===== src/rtl/dmem_pkg.sv =====
// rtl/dmem_pkg.sv - shared constants and types for the data-memory responder
// Contents: MMIO word offsets, LED register width, region-select enumeration.
package dmem_pkg;

    localparam logic [4:0] OFF_CYCLE_LO   = 5'h00;
    localparam logic [4:0] OFF_CYCLE_HI   = 5'h04;
    localparam logic [4:0] OFF_LED        = 5'h08;
    localparam logic [4:0] OFF_STORE_CNT  = 5'h0C;
    localparam logic [4:0] OFF_FAULT_ADDR = 5'h10;

    localparam int LED_W = 8;

    typedef enum logic [1:0] {
        REGION_RAM  = 2'd0,
        REGION_MMIO = 2'd1,
        REGION_NONE = 2'd2
    } region_e;

endpackage


===== src/rtl/dmem_mmio_regs.sv =====
// rtl/dmem_mmio_regs.sv - MMIO register block: cycle counter, hi snapshot, LED, store counter, fault
// Build option: DMEM_FAULT_EN adds the sticky fault flag and FAULT_ADDR register.
// Ports:
//   clk, reset     : clock, synchronous active-high reset
//   sel            : current address falls in the MMIO window
//   mem_write      : store request this cycle
//   store_fault    : current store is a faulting access (always 0 without DMEM_FAULT_EN)
//   ram_store      : a RAM store is committed at this edge
//   addr, wdata    : byte address and store data from the core
//   rdata          : combinational register read data for the addressed offset
//   leds, fault    : LED register and sticky fault flag
module dmem_mmio_regs
    import dmem_pkg::*;
(
    input  logic             clk,
    input  logic             reset,
    input  logic             sel,
    input  logic             mem_write,
    input  logic             store_fault,
    input  logic             ram_store,
    input  logic [31:0]      addr,
    input  logic [31:0]      wdata,
    output logic [31:0]      rdata,
    output logic [LED_W-1:0] leds,
    output logic             fault
);

    logic [4:0]       offset;
    logic             wr;
    logic [63:0]      cycle_q, cycle_d;
    logic [31:0]      hi_snap_q, hi_snap_d;
    logic [LED_W-1:0] led_q, led_d;
    logic [31:0]      store_cnt_q, store_cnt_d;
    logic             fault_q, fault_d;
    logic [31:0]      fault_addr_q, fault_addr_d;

    // Byte-lane bits are ignored for decode.
    assign offset = {addr[4:2], 2'b00};
    assign wr     = sel && mem_write && !store_fault;

    always_comb begin
        cycle_d      = cycle_q + 64'd1;
        hi_snap_d    = hi_snap_q;
        led_d        = led_q;
        store_cnt_d  = store_cnt_q;
        fault_d      = fault_q;
        fault_addr_d = fault_addr_q;

        // A load of CYCLE_LO freezes the upper half so the following
        // CYCLE_HI load is coherent with it.
        if (sel && !mem_write && offset == OFF_CYCLE_LO) begin
            hi_snap_d = cycle_q[63:32];
        end
        if (wr && offset == OFF_LED) begin
            led_d = wdata[LED_W-1:0];
        end
        if (ram_store) begin
            store_cnt_d = store_cnt_q + 32'd1;
        end
`ifdef DMEM_FAULT_EN
        if (wr && offset == OFF_FAULT_ADDR) begin
            fault_d      = 1'b0;
            fault_addr_d = 32'd0;
        end else if (store_fault && !fault_q) begin
            fault_d      = 1'b1;
            fault_addr_d = addr;
        end
`endif
    end

    always_ff @(posedge clk) begin
        if (reset) begin
            cycle_q      <= 64'd0;
            hi_snap_q    <= 32'd0;
            led_q        <= '0;
            store_cnt_q  <= 32'd0;
            fault_q      <= 1'b0;
            fault_addr_q <= 32'd0;
        end else begin
            cycle_q      <= cycle_d;
            hi_snap_q    <= hi_snap_d;
            led_q        <= led_d;
            store_cnt_q  <= store_cnt_d;
            fault_q      <= fault_d;
            fault_addr_q <= fault_addr_d;
        end
    end

    always_comb begin
        rdata = 32'd0;
        case (offset)
            OFF_CYCLE_LO:   rdata = cycle_q[31:0];
            OFF_CYCLE_HI:   rdata = hi_snap_q;
            OFF_LED:        rdata = {{(32-LED_W){1'b0}}, led_q};
            OFF_STORE_CNT:  rdata = store_cnt_q;
`ifdef DMEM_FAULT_EN
            OFF_FAULT_ADDR: rdata = fault_addr_q;
`endif
            default:        rdata = 32'd0;
        endcase
    end

    assign leds  = led_q;
    assign fault = fault_q;

    logic unused_bits;
    assign unused_bits = ^{addr[31:5], addr[1:0], wdata[31:LED_W], store_fault,
                           fault_addr_q};

endmodule


===== src/rtl/dmem_responder.sv =====
// rtl/dmem_responder.sv - MEM-stage data responder: word RAM plus MMIO window, same-cycle reads
// Build option: DMEM_FAULT_EN enables misaligned/unmapped store faulting.
// Ports:
//   clk, reset   : clock, synchronous active-high reset (RAM contents are not reset)
//   MemWrite     : store request this cycle
//   Addr         : byte address from the core
//   WriteData    : store data
//   ReadData     : combinational load data for Addr
//   leds         : LED register
//   fault        : sticky store fault flag (0 without DMEM_FAULT_EN)
module dmem_responder
    import dmem_pkg::*;
#(
    parameter int          DEPTH_WORDS = 64,
    parameter logic [31:0] MMIO_BASE   = 32'h0000_1000
) (
    input  logic             clk,
    input  logic             reset,
    input  logic             MemWrite,
    input  logic [31:0]      Addr,
    input  logic [31:0]      WriteData,
    output logic [31:0]      ReadData,
    output logic [LED_W-1:0] leds,
    output logic             fault
);

    localparam int          AW        = $clog2(DEPTH_WORDS);
    localparam logic [31:0] RAM_BYTES = 32'(DEPTH_WORDS * 4);

    logic [31:0]   ram_q [DEPTH_WORDS];
    logic [AW-1:0] ram_idx;
    region_e       region;
    logic          store_fault;
    logic          ram_we;
    logic [31:0]   mmio_rdata;

    always_comb begin
        region = REGION_NONE;
        if (Addr < RAM_BYTES) begin
            region = REGION_RAM;
        end else if (Addr[31:5] == MMIO_BASE[31:5]) begin
            region = REGION_MMIO;
        end
    end

    assign ram_idx = Addr[AW+1:2];

`ifdef DMEM_FAULT_EN
    assign store_fault = MemWrite && ((Addr[1:0] != 2'b00) || (region == REGION_NONE));
`else
    assign store_fault = 1'b0;
`endif

    // Reset wins over a coincident store, including the RAM write.
    assign ram_we = MemWrite && !reset && !store_fault && (region == REGION_RAM);

    always_ff @(posedge clk) begin
        if (ram_we) begin
            ram_q[ram_idx] <= WriteData;
        end
    end

    dmem_mmio_regs u_regs (
        .clk         (clk),
        .reset       (reset),
        .sel         (region == REGION_MMIO),
        .mem_write   (MemWrite),
        .store_fault (store_fault),
        .ram_store   (ram_we),
        .addr        (Addr),
        .wdata       (WriteData),
        .rdata       (mmio_rdata),
        .leds        (leds),
        .fault       (fault)
    );

    always_comb begin
        ReadData = 32'd0;
        case (region)
            REGION_RAM:  ReadData = ram_q[ram_idx];
            REGION_MMIO: ReadData = mmio_rdata;
            default:     ReadData = 32'd0;
        endcase
    end

endmodule


===== config.mk =====
export PLATFORM = sky130hd
export DESIGN_NAME = dmem_responder
export DESIGN_NICKNAME = d
export VERILOG_FILES = /design/src/rtl/dmem_pkg.sv /design/src/rtl/dmem_mmio_regs.sv /design/src/rtl/dmem_responder.sv
export SDC_FILE = /design/constraint.sdc
export NUM_CORES = 2
export LEC_CHECK = 0
export BUFFER_PORTS_ARGS = -buffer_cell sky130_fd_sc_hd__buf_2
export CAP_MARGIN = 20
export CORE_AREA = 8 8 396 398
export DETAILED_ROUTE_END_ITERATION = 10
export DIE_AREA = 0 0 404 406
export PLACE_DENSITY_LB_ADDON = 0.12
export SYNTH_ARGS = -nofsm -noshare
export SYNTH_HDL_FRONTEND = slang
export SYNTH_SLANG_ARGS = --single-unit
export TNS_END_PERCENT = 1

===== constraint.sdc =====
create_clock -name clk -period 4.1 [get_ports clk]
set_input_delay 0.205 -clock clk [delete_from_list [all_inputs] [get_ports clk]]
set_output_delay 0.205 -clock clk [all_outputs]
set_load 0.05 [all_outputs]

==> out/summary.md <==
The flow ran to the end, and the final reports show no timing, DRC or antenna violations. After layout, the design draws a total of 0.04516 W. The largest net degree at the start of global routing was 104. The via density per instance works out to 6.645. The worst setup path is launched from a flop. For the logic gate share of total power, the log shows 0.049.

The clock tree buffer depth was 3; the total power per unit cell area was 459.6 nW/um^2. After the first detailed-routing iteration, the DRC count stood at 6,614. The primary flip-flop cell chosen by synthesis mapping was sky130_fd_sc_hd__edfxtp_1.

Among all stages on the critical path, the largest delay is contributed by sky130_fd_sc_hd__o2111ai_1. TritonCTS built the clock tree. The tools report the area of the core as 150,700 sq um.

The tools report the residual antenna-violating net count after detailed routing as 0. The switching fraction of total power is 0.2121, and the number of levels the H-tree was split into is 4. The port buffer count came out at 104. Setup repair after global routing left no endpoint under its margin. The run gives 108 as the number of top-level design ports. The logs give 69 for the number of distinct standard cells referenced by the synthesized netlist and 15 for the number of buffers inserted for hold repair after clock tree synthesis. Gates resized during post-CTS repair numbered 0.

The top-area cell type share of the netlist area works out to 0.7204. The critical path goes through mux4_2 > mux4_2 > o2111ai_1 > o21ai_0 > buf_12. Routability-driven placement finished with a final weighted congestion of 0.9133. Classification of the worst setup path: flop to primary output.

The run gives 0 as the reported max-cap violation count. Sorting the synthesized cells by area gives the leading types as sky130_fd_sc_hd__edfxtp_1, sky130_fd_sc_hd__mux4_2, sky130_fd_sc_hd__dfxtp_1, sky130_fd_sc_hd__mux2i_1, sky130_fd_sc_hd__nor2_1. The arrival time at the worst endpoint is 3710 ps. The number of nets at the end of the flow was 4,817; the share of synthesized area occupied by flip-flops and latches was 0.7523. The number of vias in the routed layout came out at 46.27k.

The final cell utilization of the core was 0.6521; the proportion of register bits with asynchronous set or reset after synthesis was 0. The minimum clock period is 3920 ps. The overall global routing resource usage is 0.2989. For the clock group share of total power, the log shows 0.412.

The width of the die is 404 um. The post-synthesis sequential element count was 2,184. Static leakage: 31.49 nW.

After clock tree synthesis, the clock-pin slew on the worst setup and hold paths is 60 ps. The tools report the highest achievable clock rate as 0.2551 GHz. The DRC violation count after routing came out at 0. Number of antenna violations at the first check in global routing: 8.

The worst voltage drop across the vdd grid came out at 0.0003998 V. Before CTS, the worst setup slack after placement is 398.1 ps. The run gives 0 as the final number of max-transition violations. The synthesized design contains 2,048 enable-type register cells. The reg2reg setup slack is 1620 ps.

The root buffer cell chosen for the clock tree is sky130_fd_sc_hd__clkbuf_16. The first-pass GRT wire length was 344,100 um; the total iterations of the first detailed-routing run was 5. Summed over all nets, the switching power comes to 0.009577 W. Across all setup checks in the final design, the least slack found is 180.4 ps.

In this run the worst hold path is classified as input port to flop. For the pin with the worst max-slew slack, the measured transition is 1169 ps. The fraction of layout instances using a drive strength above 1 works out to 0.2744.

Starting density of the core: 0.5666. The via count of the first global-routing pass is 45.18k, and the stage delay of the slowest cell on the critical path is 690 ps. The part of the total power dissipated in sequential elements is 0.539. The floorplan has 143 rows. Summed over all layers, the routed wires come to 246,900 um. The tools report the max-slew headroom at the worst pin as 0.2210. Cell internal power was estimated by the tool at 0.03558 W. The tools report the final setup violation count as 0. The most area-hungry cell type in the Yosys netlist was sky130_fd_sc_hd__edfxtp_1. The buffer count from post-CTS setup fixing was 0; the number of warning messages in the yosys log was 0.

The total die area is 164,000 sq um, and the residual overflow from global routing is 0. The final cycle utilization of the critical path was 0.9560. The instance count of the mapped netlist came out at 4,283. Dividing the synthesized area by the synthesized cell count gives 19.93 sq um. The critical-path maximum fanout works out to 1. The setup clock skew after layout came out at 9.476 ps. Counting stages on the worst path, the most repeated cell is sky130_fd_sc_hd__mux4_2. Summed over all nets, the half-perimeter wirelength after detailed placement is 153,900 um. From synthesis to final layout, the design area changed by 15.08%.

Including well taps, the total number of placed cells is 6,537. For the net count of the mapped netlist, the log shows 4,352. After detailed routing, the average wire length per cell comes to 35.46 um.

STA classifies the critical path endpoint as a primary output. For this design, the sink count on the clock tree is 2,184. The finished layout holds 6,963 standard cells, fillers aside. Buffers inserted during clock tree synthesis total 214. In this run the vertical extent of the chip is 406 um. Data on the critical path is required at its endpoint by 3890 ps. The count of endpoints failing hold in the final timing report was 0; the synthesized cell area was 85,360 sq um.

Clock latency on the worst-skew pair, taken at its later pin, is 830 ps.
Yosys cell counts (all sizes together) (7+ instances only):
cell type,count
a211oi,27
a21oi,88
a221oi,25
a22oi,44
a31oi,8
a32o,9
and2,15
and3,26
and4,9
buf,161
clkbuf,89
dfxtp,136
edfxtp,2048
inv,8
mux2,46
mux2i,207
mux4,467
nand2,111
nand2b,16
nand3,49
nand4,50
nor2,215
nor2b,38
nor3,56
nor4,16
o2111ai,9
o211ai,7
o21ai,61
o221ai,15
o22ai,61
or2,8
or3,21
xnor2,21
xor2,57
area by class of cell:
| type | instances | area (sq um) |
|---|---|---|
| timing repair buffer | 499 | 4767 |
| clock inverter | 128 | 954.7 |
| sequential | 2184 | 64220 |
| clock buffer | 267 | 5628 |
| inverter | 9 | 33.78 |
| tap | 2030 | 2540 |
| multi-input combinational | 1840 | 20080 |
| fill | 10210 | 52410 |
| antenna | 6 | 15.01 |
cells in the final DEF (no fill, tap or decap), drive strengths merged, types with 61 or more instances in the layout:
master,n
edfxtp,2048
dfxtp,136
a21oi,88
o21ai,61
o22ai,61
mux4,467
clkbuf,267
buf,479
nor2,215
nand2,111
clkinv,106
mux2i,207
layer usage:
layer	GRT usage	share of wire
met1	0.4099	0.38
met2	0.4606	0.46
met3	0.08126	0.11
met4	0.1219	0.047
met5	0	0.00092
flip-flops by register name (all words and copies together), names as in the netlist:
signal              count
ram_q                2048
u_regs.cycle_q         64
u_regs.hi_snap_q       32
u_regs.leds             8
u_regs.store_cnt_q     32
through the flow:
step	TNS (ps)	instance area, sq um	hold slack [ps]
2_1_floorplan	-178750	85360	303.9
3_3_place_gp	0	91340	436.8
3_5_place_dp	0	91340	448.0
4_1_cts	0	98070	12.04
5_1_grt	0	98220	39.77
6_report	0	98240	47.29
power groups by stage:
stage / logic, W / clock network, W / registers [W]
6_report: 0.00221 / 0.0186 / 0.0244
5_1_grt: 0.00229 / 0.0197 / 0.0243
4_1_cts: 0.00218 / 0.0188 / 0.0244
3_5_place_dp: 0.00217 / 0 / 0.0248
3_3_place_gp: 0.00214 / 0 / 0.0248
2_1_floorplan: 0.00108 / 0 / 0.0248
worst max-delay path: cells and delay by family, from the launching register on:
kind,cells,cell delay (ps)
AOI/OAI and AO/OA,2,1170
DFF,1,360
muxes,2,1080
buffers and inverters,1,280
path summary, 6_finish.rpt:
kind	endpoint	cells past startpoint	from
worst max-delay path	ReadData[27]	5	ram_q[39][27]$_DFFE_PP_
worst min-delay path	ram_q[41][31]$_DFFE_PP_	2	WriteData[31]
worst max register to register	u_regs.cycle_q[59]$_SDFF_PP0_	6	u_regs.cycle_q[39]$_SDFF_PP0_
worst min register to register	u_regs.cycle_q[0]$_SDFF_PP0_	1	u_regs.cycle_q[0]$_SDFF_PP0_
logic make-up after synthesis:
kind of cell	synth area share
flops	0.7523
simple gates	0.03730
buf+inv	0.01746
compound gates	0.03075
fa+ha+maj	0.0002931
other cells	0.00004393
xor+xnor	0.008003
mux	0.1538
Note: power is estimated with default switching activity, not from simulation.
